==> src/rtl/regfile_mp.sv <==
// Multi-port ARM-style register file: 3 combinational reads, 2 writes, R15 = pc_in + PC_OFFSET, per-register busy scoreboard.
// Optional write-first forwarding with hazard suppression is enabled by defining REGFILE_MP_BYPASS_EN.
module regfile_mp #(
    parameter int unsigned DATA_W    = 32,
    parameter int unsigned NREGS     = 16,
    parameter int unsigned ADDR_W    = 4,
    parameter int unsigned PC_OFFSET = 8
) (
    input  logic              clk,
    input  logic              reset,
    input  logic [DATA_W-1:0] pc_in,
    input  logic [ADDR_W-1:0] ra1,
    input  logic [ADDR_W-1:0] ra2,
    input  logic [ADDR_W-1:0] ra3,
    output logic [DATA_W-1:0] rd1,
    output logic [DATA_W-1:0] rd2,
    output logic [DATA_W-1:0] rd3,
    input  logic              wea,
    input  logic [ADDR_W-1:0] waa,
    input  logic [DATA_W-1:0] wda,
    input  logic              web,
    input  logic [ADDR_W-1:0] wab,
    input  logic [DATA_W-1:0] wdb,
    input  logic              busy_set,
    input  logic [ADDR_W-1:0] busy_wa,
    input  logic              busy_clr,
    input  logic [ADDR_W-1:0] busy_ca,
    output logic [NREGS-1:0]  busy,
    output logic              hz1,
    output logic              hz2,
    output logic              hz3
);

    localparam int unsigned NSTORE = NREGS - 1;

    logic [DATA_W-1:0] regs_q [NSTORE];
    logic [DATA_W-1:0] regs_d [NSTORE];
    logic [NSTORE-1:0] busy_q;
    logic [NSTORE-1:0] busy_d;

    logic [ADDR_W-1:0] ra_v [3];
    logic [DATA_W-1:0] rd_v [3];
    logic [2:0]        hz_v;
    logic [DATA_W-1:0] pc_rd;

    // Out-of-range and R15 addresses never match any stored index, so those writes drop out naturally.
    always_comb begin
        busy_d = busy_q;
        for (int r = 0; r < NSTORE; r++) begin
            regs_d[r] = regs_q[r];
            if (wea && waa == ADDR_W'(r)) begin
                regs_d[r] = wda;
            end else if (web && wab == ADDR_W'(r)) begin
                regs_d[r] = wdb;
            end
            if (busy_set && busy_wa == ADDR_W'(r)) begin
                busy_d[r] = 1'b1;
            end else if (busy_clr && busy_ca == ADDR_W'(r)) begin
                busy_d[r] = 1'b0;
            end
        end
    end

    always_ff @(posedge clk or posedge reset) begin
        if (reset) begin
            for (int r = 0; r < NSTORE; r++) begin
                regs_q[r] <= '0;
            end
            busy_q <= '0;
        end else begin
            regs_q <= regs_d;
            busy_q <= busy_d;
        end
    end

    assign pc_rd   = pc_in + DATA_W'(PC_OFFSET);
    assign ra_v[0] = ra1;
    assign ra_v[1] = ra2;
    assign ra_v[2] = ra3;

    always_comb begin
        for (int p = 0; p < 3; p++) begin
            rd_v[p] = '0;
            hz_v[p] = 1'b0;
            if (32'(ra_v[p]) == NREGS - 1) begin
                rd_v[p] = pc_rd;
            end else if (32'(ra_v[p]) < NSTORE) begin
                rd_v[p] = regs_q[ra_v[p]];
                hz_v[p] = busy_q[ra_v[p]];
`ifdef REGFILE_MP_BYPASS_EN
                if (wea && waa == ra_v[p]) begin
                    rd_v[p] = wda;
                end else if (web && wab == ra_v[p]) begin
                    rd_v[p] = wdb;
                end
                // Returning load data is forwarded, so the consumer need not stall.
                if (busy_clr && busy_ca == ra_v[p]) begin
                    hz_v[p] = 1'b0;
                end
`endif
            end
        end
    end

    assign rd1  = rd_v[0];
    assign rd2  = rd_v[1];
    assign rd3  = rd_v[2];
    assign hz1  = hz_v[0];
    assign hz2  = hz_v[1];
    assign hz3  = hz_v[2];
    assign busy = {1'b0, busy_q};

endmodule

==> config.mk <==
export PLATFORM = sky130hd
export DESIGN_NAME = regfile_mp
export DESIGN_NICKNAME = d
export VERILOG_FILES = /design/src/rtl/regfile_mp.sv
export SDC_FILE = /design/constraint.sdc
export NUM_CORES = 2
export LEC_CHECK = 0
export CORE_MARGIN = 5
export CORE_UTILIZATION = 35
export CTS_BUF_LIST = sky130_fd_sc_hd__clkbuf_2
export CTS_CLUSTER_DIAMETER = 80
export DETAILED_ROUTE_END_ITERATION = 8
export GPL_ROUTABILITY_DRIVEN = 0
export PLACE_DENSITY_LB_ADDON = 0.25
export SLEW_MARGIN = 30
export SYNTH_ARGS = -nofsm -noshare
export SYNTH_HDL_FRONTEND = slang
export SYNTH_SLANG_ARGS = --single-unit
==> constraint.sdc <==
create_clock -name clk -period 40.5 [get_ports clk]
set_clock_uncertainty 0.15 [all_clocks]
set_input_delay 6.075 -clock clk [delete_from_list [all_inputs] [get_ports clk]]
set_output_delay 6.075 -clock clk [all_outputs]
set_load 0.01 [all_outputs]
==> reports/summary.txt <==
Share of layout cells above drive strength 1: 0.205
Register-to-register setup slack: 39,490 ps
Leading cell type in the layout, fill and taps excluded: mux2i_1
Clk Latency, worst-skew pair: 1370 ps
Initial DRC Count: 3,942
Combinational power share: 0.339
Syn_area_per_cell: 10.4 sq um
Number of synthesized register bits: 495
Clk slew on worst S/H paths: 100 ps
DRC Markers: 0
Async set or reset register ratio after synthesis: 1.00
Final antenna-violating net count: 0
Worst EP required: 34,280 ps
Total congestion overflow: 0
Period Utilization, post-route: 0.406
Worst-margin pin slew: 1070 ps
Post-DP HPWL: 90,100 microns
Storage element area: 0.0124 sq mm
Clk root buf: clkbuf_2
Leak Pwr: 16.1 nW
Critical Path Fanout Max: 9
Fillers: 9,950
Initial antenna violation count: 8
Fin nets: 3,652
Seq pwr share: 0.418
Area growth, synth to finish: 13.9%
H-tree Lvls: 4
Worst reg2reg startpoint: regs_q[222]$_DFFE_PP0P_
Via density: 6.24
Kind of critical path: input port to primary output
Initial Util: 0.354
Number of global-route vias before repair: 29,790
Die extent in x: 329 microns
Post-cts hold buffer count: 0
Cell row count: 116
Pins Over Slew Limit: 0
DRT Wirelength: 156,000 microns
Final Hold Vio Count: 0
Post-layout minimum cycle time: 16,450 ps
DIE AREA: 0.108 sq mm
Netlist cell types: 65
Post-Place Worst Slack: 24,010 ps
Commonest cells after routing, fill and taps aside: mux2i_1, dfrtp_1, a21oi_1, nor2_1, mux4_2
Top_reg_cell synth: dfrtp_1
Largest net degree at the start of global routing: 111
Setup TNS Final: 0 ps
Mapped cell area: 0.0355 sq mm
Average wire per standard cell: 31.2 microns
Sw frac: 0.365
Critical Path Source: pc_in[5]
Setup WS post-layout: 24,050 ps
RSZ-0062 raised after global routing: no
Cell-internal power: 0.00114 W
Switching power: 0.000657 W
Global router's overall resource usage: 0.281
Crit path launch type: input port
Area of the multi-input gates: 0.0218 sq mm
Worst r2r dst: regs_q[222]$_DFFE_PP0P_
Via Count: 31,104
Pwr Total: 0.00180 W
Clock power frac: 0.243
Max Cap Viol: 0
Setup violators final: 0
CP arrival: 10,220 ps
Worst Reg2Reg Path Length in Cells: 2
TritonRoute pass-1 iters: 6
Fmax: 60.8 MHz
Relative slew slack: 0.284
Setup crit end: rd2[26]
TritonCTS buffer count: 149
Global-route wire length before repair: 222,000 microns
Core area: 0.100 sq mm
Seq/Total Area, Yosys: 0.349
Sink Count: 495
Total setup buffers inserted after CTS: 0
Post-CTS resize count: 0
Post-synth EDFFs: 0
Status: completed
Hold Path Class: register to register
Synth Net Count: 3,548
P per Cell Area: 44.5 mW/mm^2
Worst Setup End Kind: primary output
Syn. warnings: 0
Synth Instances: 3,417
CTS tree: done
Die Span Y: 329 microns
Clock buffer depth: 3
VDD IR max: 0.0173 mV
IO Count: 245
Port bufs: 243
-- metal layers --
layer / vias to the layer above / global-route usage / wire length (microns)
met5: - / 0.00815 / 10
met4: 2 / 0.129 / 7660
met3: 416 / 0.0818 / 17100
met2: 1918 / 0.417 / 67900
met1: 15634 / 0.381 / 62800
li1: 13134 / - / -
-- power groups by stage --
stage	Clock [W]	Sequential, W	Combinational [W]
detailed placement	0	0.000753	0.000605
finish	0.000438	0.000752	0.000611
global route	0.000472	0.000769	0.000655
global placement	0	0.000749	0.000597
floorplan	0	0.000714	0.000418
CTS	0.000446	0.000745	0.000606
-- layout make-up --
| type | instances | share of cell area |
|---|---|---|
| well taps | 1357 | 0.0420 |
| repair buffers | 316 | 0.0765 |
| clock inverters | 44 | 0.00974 |
| flip-flops and latches | 495 | 0.306 |
| multi-input cells | 2545 | 0.538 |
| inverters | 14 | 0.00148 |
| clock buffers | 208 | 0.0257 |
| diodes | 9 | 0.000557 |
-- state kept, by name, indices dropped and copies added (netlist names) --
signal and cells:
regs_q 480, busy_q 15
-- synth_stat cells (3+ instances only) --
| library cell | number | area (sq um) |
|---|---|---|
| o22ai_1 | 20 | 125 |
| nor2b_1 | 31 | 194 |
| mux2_2 | 73 | 822 |
| a21oi_1 | 355 | 1780 |
| inv_1 | 14 | 52.6 |
| a31oi_1 | 4 | 25.0 |
| a22oi_1 | 14 | 105 |
| nand4_1 | 8 | 50.1 |
| o221ai_1 | 51 | 447 |
| dfrtp_1 | 495 | 12400 |
| mux4_2 | 304 | 6850 |
| or2_2 | 5 | 31.3 |
| a211oi_1 | 18 | 135 |
| xor2_1 | 15 | 131 |
| clkbuf_1 | 227 | 852 |
| o21ai_0 | 250 | 1250 |
| nand3_1 | 21 | 105 |
| buf_6 | 5 | 56.3 |
| o22a_1 | 19 | 166 |
| a221oi_1 | 48 | 420 |
| buf_1 | 12 | 45.0 |
| nand3b_1 | 8 | 60.1 |
| or3_1 | 3 | 18.8 |
| a21boi_0 | 6 | 45.0 |
| nand2_1 | 304 | 1140 |
| nor2_1 | 325 | 1220 |
| and3_1 | 17 | 106 |
| a221o_1 | 4 | 40.0 |
| xnor2_1 | 12 | 105 |
| a22o_1 | 8 | 70.1 |
| buf_2 | 99 | 495 |
| and2_1 | 4 | 25.0 |
| o21a_1 | 13 | 97.6 |
| mux2i_1 | 536 | 5370 |
| or3b_2 | 3 | 26.3 |
| buf_4 | 20 | 150 |
| a2111oi_0 | 6 | 52.6 |
| nand2b_1 | 18 | 113 |
| nor3_1 | 7 | 35.0 |
| nor4_1 | 8 | 50.1 |
-- logic make-up (layout without fill, tap and decap cells) --
family / after synthesis / after routing / share of synthesized area
fa+ha+maj: 1 / 1 / 0.000352
xor+xnor: 27 / 27 / 0.00666
mux: 913 / 913 / 0.367
compound gates: 828 / 828 / 0.137
simple gates: 775 / 775 / 0.0937
buf+inv: 377 / 582 / 0.0465
flops: 495 / 495 / 0.349
other cells: 1 / 10 / 0.000106
-- per-stage QoR --
stage          instance area [sq um]   util  hold WS [ps]  instances
6_report                       40500  0.403           442       4988
5_1_grt                        40400  0.403           484       4983
4_1_cts                        40400  0.402           444       4977
3_5_place_dp                   38900  0.388           420       4725
3_3_place_gp                   38800  0.386           410       4722
2_1_floorplan                  35500      -           391       3417
-- critical path, cell delays in order --
cell             delay, ps
clkdlybuf4s50_1        790
nand3_1                540
nor2_1                 950
nand3_1                180
xor2_1                 300
a211oi_1               690
clkdlybuf4s50_1        680
-- worst min-delay path by stage --
stage / startpoint / end / cells past startpoint / slack, ps
2_1_floorplan: regs_q[50]$_DFFE_PP0P_ / regs_q[50]$_DFFE_PP0P_ / 2 / 390
5_1_grt: regs_q[50]$_DFFE_PP0P_ / regs_q[50]$_DFFE_PP0P_ / 2 / 480
4_1_cts: regs_q[50]$_DFFE_PP0P_ / regs_q[50]$_DFFE_PP0P_ / 2 / 440
3_5_place_dp: regs_q[50]$_DFFE_PP0P_ / regs_q[50]$_DFFE_PP0P_ / 2 / 420
3_3_place_gp: regs_q[50]$_DFFE_PP0P_ / regs_q[50]$_DFFE_PP0P_ / 2 / 410
6_report: regs_q[50]$_DFFE_PP0P_ / regs_q[50]$_DFFE_PP0P_ / 2 / 440
(Power assumes the default switching activity.)
